**config.mk**
```make
export PLATFORM = sky130hd
export DESIGN_NAME = ad4003_acq_scheduler
export DESIGN_NICKNAME = d
export VERILOG_FILES = /design/src/rtl/ad4003_acq_scheduler.sv
export SDC_FILE = /design/constraint.sdc
export NUM_CORES = 1
export LEC_CHECK = 0
export CAP_MARGIN = 40
export CORE_UTILIZATION = 62
export CTS_BUF_LIST = sky130_fd_sc_hd__clkbuf_4
export DETAILED_ROUTE_END_ITERATION = 6
export GPL_ROUTABILITY_DRIVEN = 0
export PLACE_DENSITY = 0.88
export SLEW_MARGIN = 20
export SYNTH_ARGS = -nofsm -noshare
export SYNTH_HDL_FRONTEND = slang
export SYNTH_SLANG_ARGS = --single-unit
```
**constraint.sdc**
```tcl
create_clock -name clk -period 7.25 [get_ports clk]
set_input_delay 0.725 -clock clk [delete_from_list [all_inputs] [get_ports clk]]
set_output_delay 0.725 -clock clk [all_outputs]
set_load 0.03 [all_outputs]
```
**src/rtl/ad4003_acq_scheduler.sv**
```systemverilog
// ----------------------------------------------------------------------------
// ad4003_acq_scheduler
// Paces conversion triggers for the AD4003 turbo-mode conversion generator.
// Each trigger is handshaken against the generator's data-valid pulse. The
// block runs finite bursts or continuously, and it raises sticky flags when a
// period elapses before the data arrives (overrun) or when the data never
// arrives (timeout).
//
// All outputs come straight from flops. o_trig, o_done and o_busy are loaded
// from the next-state decode, so they line up exactly with the state register.
// The incoming data-valid pulse is registered before it is used. As a result a
// decision taken on i_dv becomes visible two cycles after the i_dv cycle.
// ----------------------------------------------------------------------------
module ad4003_acq_scheduler #(
    parameter int PERIOD_MIN     = 60,
    parameter int TIMEOUT_CYCLES = 1200,
    parameter int CNT_W          = 16
) (
    input  logic             clk,
    input  logic             rst_L,
    input  logic             i_enable,
    input  logic             i_abort,
    input  logic [31:0]      i_period,
    input  logic [CNT_W-1:0] i_burst_len,
    input  logic             i_dv,
    output logic             o_trig,
    output logic             o_busy,
    output logic             o_done,
    output logic             o_overrun,
    output logic             o_timeout,
    output logic [CNT_W-1:0] o_sample_count,
    output logic [2:0]       o_debug_state
);

    // State encodings are visible on o_debug_state, so they are fixed values.
    localparam logic [2:0] ST_IDLE        = 3'd0;
    localparam logic [2:0] ST_FIRE        = 3'd1;
    localparam logic [2:0] ST_WAIT_DV     = 3'd2;
    localparam logic [2:0] ST_WAIT_PERIOD = 3'd3;
    localparam logic [2:0] ST_DONE        = 3'd4;

    localparam logic [31:0]      PERIOD_MIN_W = 32'(PERIOD_MIN);
    localparam logic [31:0]      TIMEOUT_LAST = 32'(TIMEOUT_CYCLES - 1);
    localparam logic [CNT_W-1:0] CNT_ONE      = {{(CNT_W-1){1'b0}}, 1'b1};
    localparam logic [CNT_W-1:0] CNT_ZERO     = {CNT_W{1'b0}};

    // Registers
    logic [2:0]       state_r;
    logic [31:0]      period_r;
    logic [CNT_W-1:0] burst_r;
    logic [31:0]      pcnt_r;
    logic [31:0]      tcnt_r;
    logic             dv_r;
    logic [CNT_W-1:0] count_r;
    logic             overrun_r;
    logic             timeout_r;
    logic             trig_r;
    logic             done_r;
    logic             busy_r;

    // Combinational decode
    logic [2:0]       state_s;
    logic [CNT_W-1:0] count_inc_s;
    logic [CNT_W-1:0] count_nxt_s;
    logic [31:0]      period_last_val_s;
    logic             period_last_s;
    logic             timeout_last_s;
    logic             start_s;
    logic             overrun_set_s;
    logic             timeout_set_s;

    assign count_inc_s       = count_r + CNT_ONE;
    assign period_last_val_s = period_r - 32'd1;
    assign period_last_s     = (pcnt_r == period_last_val_s);
    assign timeout_last_s    = (tcnt_r == TIMEOUT_LAST);

    // Overrun means the period ran out while the current sample was still outstanding.
    assign overrun_set_s = (state_r == ST_WAIT_DV) && !i_abort && !dv_r && period_last_s;

    // Next-state, sample-count and timeout decisions
    always_comb begin
        state_s       = state_r;
        count_nxt_s   = count_r;
        start_s       = 1'b0;
        timeout_set_s = 1'b0;
        case (state_r)
            ST_IDLE: begin
                if (i_enable) begin
                    start_s     = 1'b1;
                    count_nxt_s = CNT_ZERO;
                    state_s     = ST_FIRE;
                end else begin
                    state_s = ST_IDLE;
                end
            end
            ST_FIRE: begin
                if (i_abort) begin
                    state_s = ST_IDLE;
                end else begin
                    state_s = ST_WAIT_DV;
                end
            end
            ST_WAIT_DV: begin
                if (i_abort) begin
                    state_s = ST_IDLE;
                end else if (dv_r) begin
                    // A sample that arrives on the timeout cycle still counts.
                    count_nxt_s = count_inc_s;
                    if ((burst_r != CNT_ZERO) && (count_inc_s == burst_r)) begin
                        state_s = ST_DONE;
                    end else if (!i_enable) begin
                        state_s = ST_DONE;
                    end else if (period_last_s) begin
                        state_s = ST_FIRE;
                    end else begin
                        state_s = ST_WAIT_PERIOD;
                    end
                end else if (timeout_last_s) begin
                    timeout_set_s = 1'b1;
                    state_s       = ST_IDLE;
                end else begin
                    state_s = ST_WAIT_DV;
                end
            end
            ST_WAIT_PERIOD: begin
                if (i_abort) begin
                    state_s = ST_IDLE;
                end else if (!i_enable) begin
                    state_s = ST_DONE;
                end else if (period_last_s) begin
                    state_s = ST_FIRE;
                end else begin
                    state_s = ST_WAIT_PERIOD;
                end
            end
            ST_DONE: begin
                state_s = ST_IDLE;
            end
            default: begin
                // An illegal encoding falls back to IDLE.
                state_s = ST_IDLE;
            end
        endcase
    end

    // State, counters, latched run parameters and registered outputs
    always_ff @(posedge clk) begin
        if (!rst_L) begin
            state_r   <= ST_IDLE;
            period_r  <= 32'd0;
            burst_r   <= CNT_ZERO;
            pcnt_r    <= 32'd0;
            tcnt_r    <= 32'd0;
            dv_r      <= 1'b0;
            count_r   <= CNT_ZERO;
            overrun_r <= 1'b0;
            timeout_r <= 1'b0;
            trig_r    <= 1'b0;
            done_r    <= 1'b0;
            busy_r    <= 1'b0;
        end else begin
            state_r <= state_s;
            count_r <= count_nxt_s;

            // The run parameters are captured only when a run starts.
            if (start_s) begin
                period_r <= (i_period < PERIOD_MIN_W) ? PERIOD_MIN_W : i_period;
                burst_r  <= i_burst_len;
            end

            // The period counter is 0 on the trigger cycle, so triggers are
            // exactly `period` cycles apart. It holds at period-1.
            if (state_s == ST_FIRE) begin
                pcnt_r <= 32'd0;
            end else if ((state_r != ST_IDLE) && !period_last_s) begin
                pcnt_r <= pcnt_r + 32'd1;
            end

            // The timeout counter measures the time since the last trigger.
            if (state_s == ST_FIRE) begin
                tcnt_r <= 32'd0;
            end else if ((state_r != ST_IDLE) && !timeout_last_s) begin
                tcnt_r <= tcnt_r + 32'd1;
            end

            // A data-valid pulse is kept only if it arrives while waiting and no abort is pending.
            dv_r <= i_dv && (state_r == ST_WAIT_DV) && !i_abort;

            if (start_s) begin
                overrun_r <= 1'b0;
            end else if (overrun_set_s) begin
                overrun_r <= 1'b1;
            end

            if (start_s) begin
                timeout_r <= 1'b0;
            end else if (timeout_set_s) begin
                timeout_r <= 1'b1;
            end

            trig_r <= (state_s == ST_FIRE);
            done_r <= (state_s == ST_DONE);
            busy_r <= (state_s != ST_IDLE);
        end
    end

    assign o_trig         = trig_r;
    assign o_busy         = busy_r;
    assign o_done         = done_r;
    assign o_overrun      = overrun_r;
    assign o_timeout      = timeout_r;
    assign o_sample_count = count_r;
    assign o_debug_state  = state_r;

endmodule

```
Word level (Yosys, flattened, before mapping)
Cells that the tools add are included.

word-level totals
  RAM bits = 0
  ROM bits = 0
  word-level logic and storage cells = 70
  latch bits = 0
  memories = 0
  register bits after elaboration = 137

operators by class
  reduce and logical (&&, ||, !) cells = 20
  $lt $le $gt $ge = 1
  shift-type cells = 0
  bitwise operators = 1
  multiplexer cells = 21
  add/subtract/negate cells = 4
  equality and inequality tests = 11
  div/mod/pow operators = 0
  multipliers = 0

operator list
  operator                                                      count
  adder 32 x 1 -> 32 bit (second input constant)                2
  two-way mux 16 bit                                            3
  equality test 32 x 11 -> 1 bit (second input constant)        1
  equality test 32 bit                                          1
  less-than comparator 32 x 6 -> 1 bit (second input constant)  1
  two-way mux 32 bit                                            1
  case mux 16 bit (2 select lines)                              1
  subtractor 32 x 1 -> 32 bit (second input constant)           1
  adder 16 x 1 -> 16 bit (second input constant)                1
  equality test 16 bit                                          1
  nonzero test 16 bit                                           1
  two-way mux 3 bit                                             5
  case mux 3 bit (4 select lines)                               1
  logical AND 1 bit                                             8
  two-way mux 1 bit                                             7
  equality test 3 x 1 -> 1 bit (second input constant)          2
  equality test 3 x 2 -> 1 bit (second input constant)          2
  two-way mux 2 bit                                             3
  inequality test 2 bit (second input constant)                 3
  nonzero test 3 bit                                            2
  zero test 1 bit                                               4
  AND reduction 4 bit                                           1
  OR reduction 2 bit                                            2
  equality test 3 bit (second input constant)                   1
  other kinds (3)                                               3

Longest topological paths before layout
  depth after elaboration = 10
  mapped depth = 14

Worst setup path before layout
Ideal clock, no wire load.

  path type = register to register
  start point = register period_r[4]
  end point = register pcnt_r[2]
  setup time = 128 ps
  buffers on the path = 5
  arrival = 3563 ps
  period minus slack after synthesis = 3691 ps
  data required time = 7122 ps
  path slack = 3559 ps
  cell stages (with the launch flop) = 15
  cells stage by stage = dfxtp_1 > buf_6 > or4_4 > buf_6 > or4_4 > or4b_1 > o211ai_2 > a21oi_1 > or4b_1 > buf_6 > o21ai_4 > buf_6 > buf_8 > xor2_1 > nor2_1

between the ends
  cells in the longest elaborated chain, start to end = 10

ends and longest elaborated chain
  element                              RTL line  text
  start, declared                      49        logic [31:0] period_r;
  start signal, assigned               167       period_r <= (i_period < PERIOD_MIN_W) ? PERIOD_MIN_W : i_period;
  subtractor 32 x 1 -> 32 bit (*)      73        assign period_last_val_s = period_r - 32'd1;
  equality test 32 bit (*)             74        assign period_last_s = (pcnt_r == period_last_val_s);
  two-way mux 2 bit                    113, 130
  two-way mux 3 bit                    111       end else if (!i_enable) begin
  two-way mux 3 bit                    109       if ((burst_r != CNT_ZERO) && (count_inc_s == burst_r)) begin
  two-way mux 3 bit                    106       end else if (dv_r) begin
  two-way mux 3 bit                    104       if (i_abort) begin
  case mux 3 bit (4 select lines)      86        case (state_r)
  equality test 3 x 1 -> 1 bit         173       if (state_s == ST_FIRE) begin
  OR reduction 2 bit (no source line)  n/a
  end signal, assigned                 176       pcnt_r <= pcnt_r + 32'd1;
  end, declared                        51        logic [31:0] pcnt_r;

Mark *: on every way between the ends. The rest lies on a longest branch, timed or not.
A chain may end at the register's enable or synchronous reset.

Worst setup path in the final report
  start point = register period_r[0]
  end point = register tcnt_r[22]

between the ends
  cells in the longest elaborated chain, start to end = 10

ends and longest elaborated chain
  element                                  RTL line  text
  subtractor 32 x 1 -> 32 bit (*)          73
  equality test 32 bit (*)                 74
  two-way mux 2 bit (*)                    113, 130
  two-way mux 3 bit (*)                    111
  two-way mux 3 bit                        109
  two-way mux 3 bit                        106
  two-way mux 3 bit                        104
  case mux 3 bit (4 select lines) (*)      86
  equality test 3 x 1 -> 1 bit (*)         180       if (state_s == ST_FIRE) begin
  OR reduction 2 bit (no source line) (*)  n/a
  end signal, assigned                     183       tcnt_r <= tcnt_r + 32'd1;
  end, declared                            52        logic [31:0] tcnt_r;

Marked as above.

==> qor.yml <==
clock_network:
  postCtsSetupBuffers: 0
  cts_tree: "built"
  cts_inserted_buffers: 17
  clk_pin_slew_ns: 0.12
  cts-htree-levels: 4
  cts-root-buf: "clkbuf_4"
  clock_sinks: 137
  cts_hold_buffers: 0
  cts_repair_resize_count: 0
  clock_path_buffers: 2
  clk_latency_ns: 0.57
final_layout:
  layout_common_cells: "dfxtp_1 (137), nand2_1 (93), nor2_1 (90), clkdlybuf4s50_1 (76), a21oi_1 (58)"
  syn_to_final_growth_pct: 14.2
  final_common_cell: "dfxtp_1"
  drive_above_1_share: 0.0667
  finalNetCount: 1035
logic_synthesis:
  ys_types: 65
  synth_top_cell_by_area: "dfxtp_1"
  async_reset_ff_frac: 0
  synth_edf_count: 0
  synth-seq-cells: 137
  synth_seq_area_share: 0.365
  syn_area_um2: 7520
  synth-main-ff-cell: "dfxtp_1"
  syn_area_per_cell_um2: 8.12
  syn_nets: 983
  yosys-top-cells-area: "dfxtp_1 (36%), xnor2_1 (5.9%), xor2_1 (5.5%)"
  synth_top_area_frac: 0.365
  ys_warn_count: 0
  synthCells: 926
floorplan:
  initial_core_util: 0.647
  rows: 39
  core_area_um2: 11600
  num_io_pins: 77
  die_h_um: 112
  die_w_um: 112
  die-area_um2: 12600
sta:
  fin_crit_ns: 4.28
  max_freq_mhz: 233
  setup_tns_ns: 0
  fin_skew_ns: 0.0211
  setup_violations: 0
  timing_hold_violations_final: 0
  relSlewSlack: 0.418
  drv_slew: 0
  rsz0062_at_grt: "false"
  tightest_slew_ns: 0.865
  fin_crit_sh: 0.591
drt:
  first_iter_violations: 598
  dr.pass1.iters: 7
  drc: 2
  dr_total_vias: 7200
  wl_per_cell_um: 16.6
  ant_nets: 0
  drt-total-wl_um: 18800
  viasPerCell: 6.35
power:
  clkPwrFrac: 0.332
  comb_power_share: 0.163
  p_int_w: 0.00113
  powerDensity_nw_per_um2: 187
  power_switching_w: 0.000471
  seqPwrFrac: 0.504
  p_total_w: 0.00160
  irDropWorstVdd_mv: 0.164
  power_leakage_nw: 2.98
  sw_frac_of_total: 0.294
grt:
  grt_pass1_vias: 6620
  grt_use_total: 0.307
  grt-ovfl-total: 0
  grt_max_degree: 65
  grt_pass1_wl_um: 31300
  antenna_found_initial: 1
worst_setup_path:
  worstSetupStartpointType: "flip-flop"
  critPathMaxFanout: 64
  reg2reg_depth: 13
  crit_arrival_ns: 4.72
  end_kind: "flip-flop"
  path_class: "reg -> reg"
  required_ns: 7.69
outcome:
  status: "finished, violations left"
  violations: "DRC"
hold_path:
  hp-class: "reg -> reg"
  whs_path_depth: 2
placement:
  portBuffers: 76
  hpwlAfterDp_um: 13300
run:
  cap_violations: 0
-- cell usage after synthesis (8+ instances only) --
cell and count:
a21oi_1 58, a22o_1 25, a31oi_1 8, and3_1 24
clkbuf_1 32, dfxtp_1 137, inv_1 15, nand2_1 93
nand3_1 40, nand4_1 26, nor2_1 91, nor3_1 29
nor4_1 36, o21ai_0 24, o21ai_1 10, o31ai_1 14
or3_1 22, or4_1 18, xnor2_1 51, xor2_1 47
-- critical path, stage by stage (launching register included) --
cell,delay [ns]
dfxtp_1,0.37
inv_1,0.08
ha_1,0.23
nor3b_1,0.68
nand4_1,0.32
o31ai_1,0.37
or3b_2,0.48
nor4_1,0.17
nand4b_1,0.12
nor4_1,0.23
buf_4,0.22
a31o_2,0.16
buf_4,0.53
nor2_1,0.13
-- flip-flops by register name, indices dropped and copies added, names as in the netlist, 3 cells and up --
register        count
pcnt_r             32
tcnt_r             32
period_r           32
o_debug_state       3
o_sample_count     16
burst_r            16
-- stage by stage --
stage	hold WS [ns]	util	cells	setup WS (ns)	cell area, µm²
finish	0.494	0.739	1134	2.97	8590
global route	0.528	0.739	1134	2.61	8590
CTS	0.493	0.739	1133	3.04	8580
detailed placement	0.475	0.713	1102	3.09	8280
global placement	0.471	0.712	1101	3.20	8270
floorplan	0.458	-	926	3.56	7520
-- metal layers --
metal  track usage  vias to the layer above  part of all wire
li1              -                     3500                 -
met1         0.375                     3373              0.43
met2         0.502                      272              0.47
met3        0.0794                       55             0.060
met4         0.156                        0             0.036
met5             0                        -                 0
-- power by group through the flow --
stage | registers (W) | logic (W) | clock network, W
6_report | 0.000808 | 0.000262 | 0.000533
5_1_grt | 0.000811 | 0.000287 | 0.000577
2_1_floorplan | 0.000812 | 0.000193 | 0
4_1_cts | 0.000807 | 0.000259 | 0.000538
3_5_place_dp | 0.000823 | 0.000257 | 0
3_3_place_gp | 0.000823 | 0.000252 | 0
-- worst paths after layout --
| check | startpoint | endpoint | slack (ns) |
|---|---|---|---|
| worst min-delay path | burst_r[1] | burst_r[1] | 0.49 |
| worst max-delay path | period_r[0] | tcnt_r[22] | 2.97 |
| worst min register to register | burst_r[1] | burst_r[1] | 0.49 |
| worst max register to register | period_r[0] | tcnt_r[22] | 2.97 |
-- cell type report --
| cell class | instances | area [µm²] |
|---|---|---|
| Multi-Input combinational cell | 723 | 4480 |
| Fill cell | 894 | 3030 |
| Sequential cell | 137 | 2740 |
| Timing Repair Buffer | 84 | 825 |
| Tap cell | 143 | 179 |
| Clock inverter | 14 | 173 |
| Clock buffer | 17 | 128 |
| Inverter | 15 | 56.3 |
| Antenna cell | 1 | 2.50 |
-- cell families (layout without fill, tap and decap cells) --
| kind of cell | after synthesis | in the layout | synth area share |
|---|---|---|---|
| xor+xnor | 98 | 98 | 0.114 |
| fa+ha+maj | 4 | 4 | 0.00666 |
| flops | 137 | 137 | 0.365 |
| buf+inv | 66 | 130 | 0.0401 |
| simple gates | 427 | 427 | 0.298 |
| mux | 7 | 7 | 0.00932 |
| other cells | 0 | 1 | 0 |
| compound gates | 187 | 187 | 0.167 |
(Power assumes the default switching activity.)
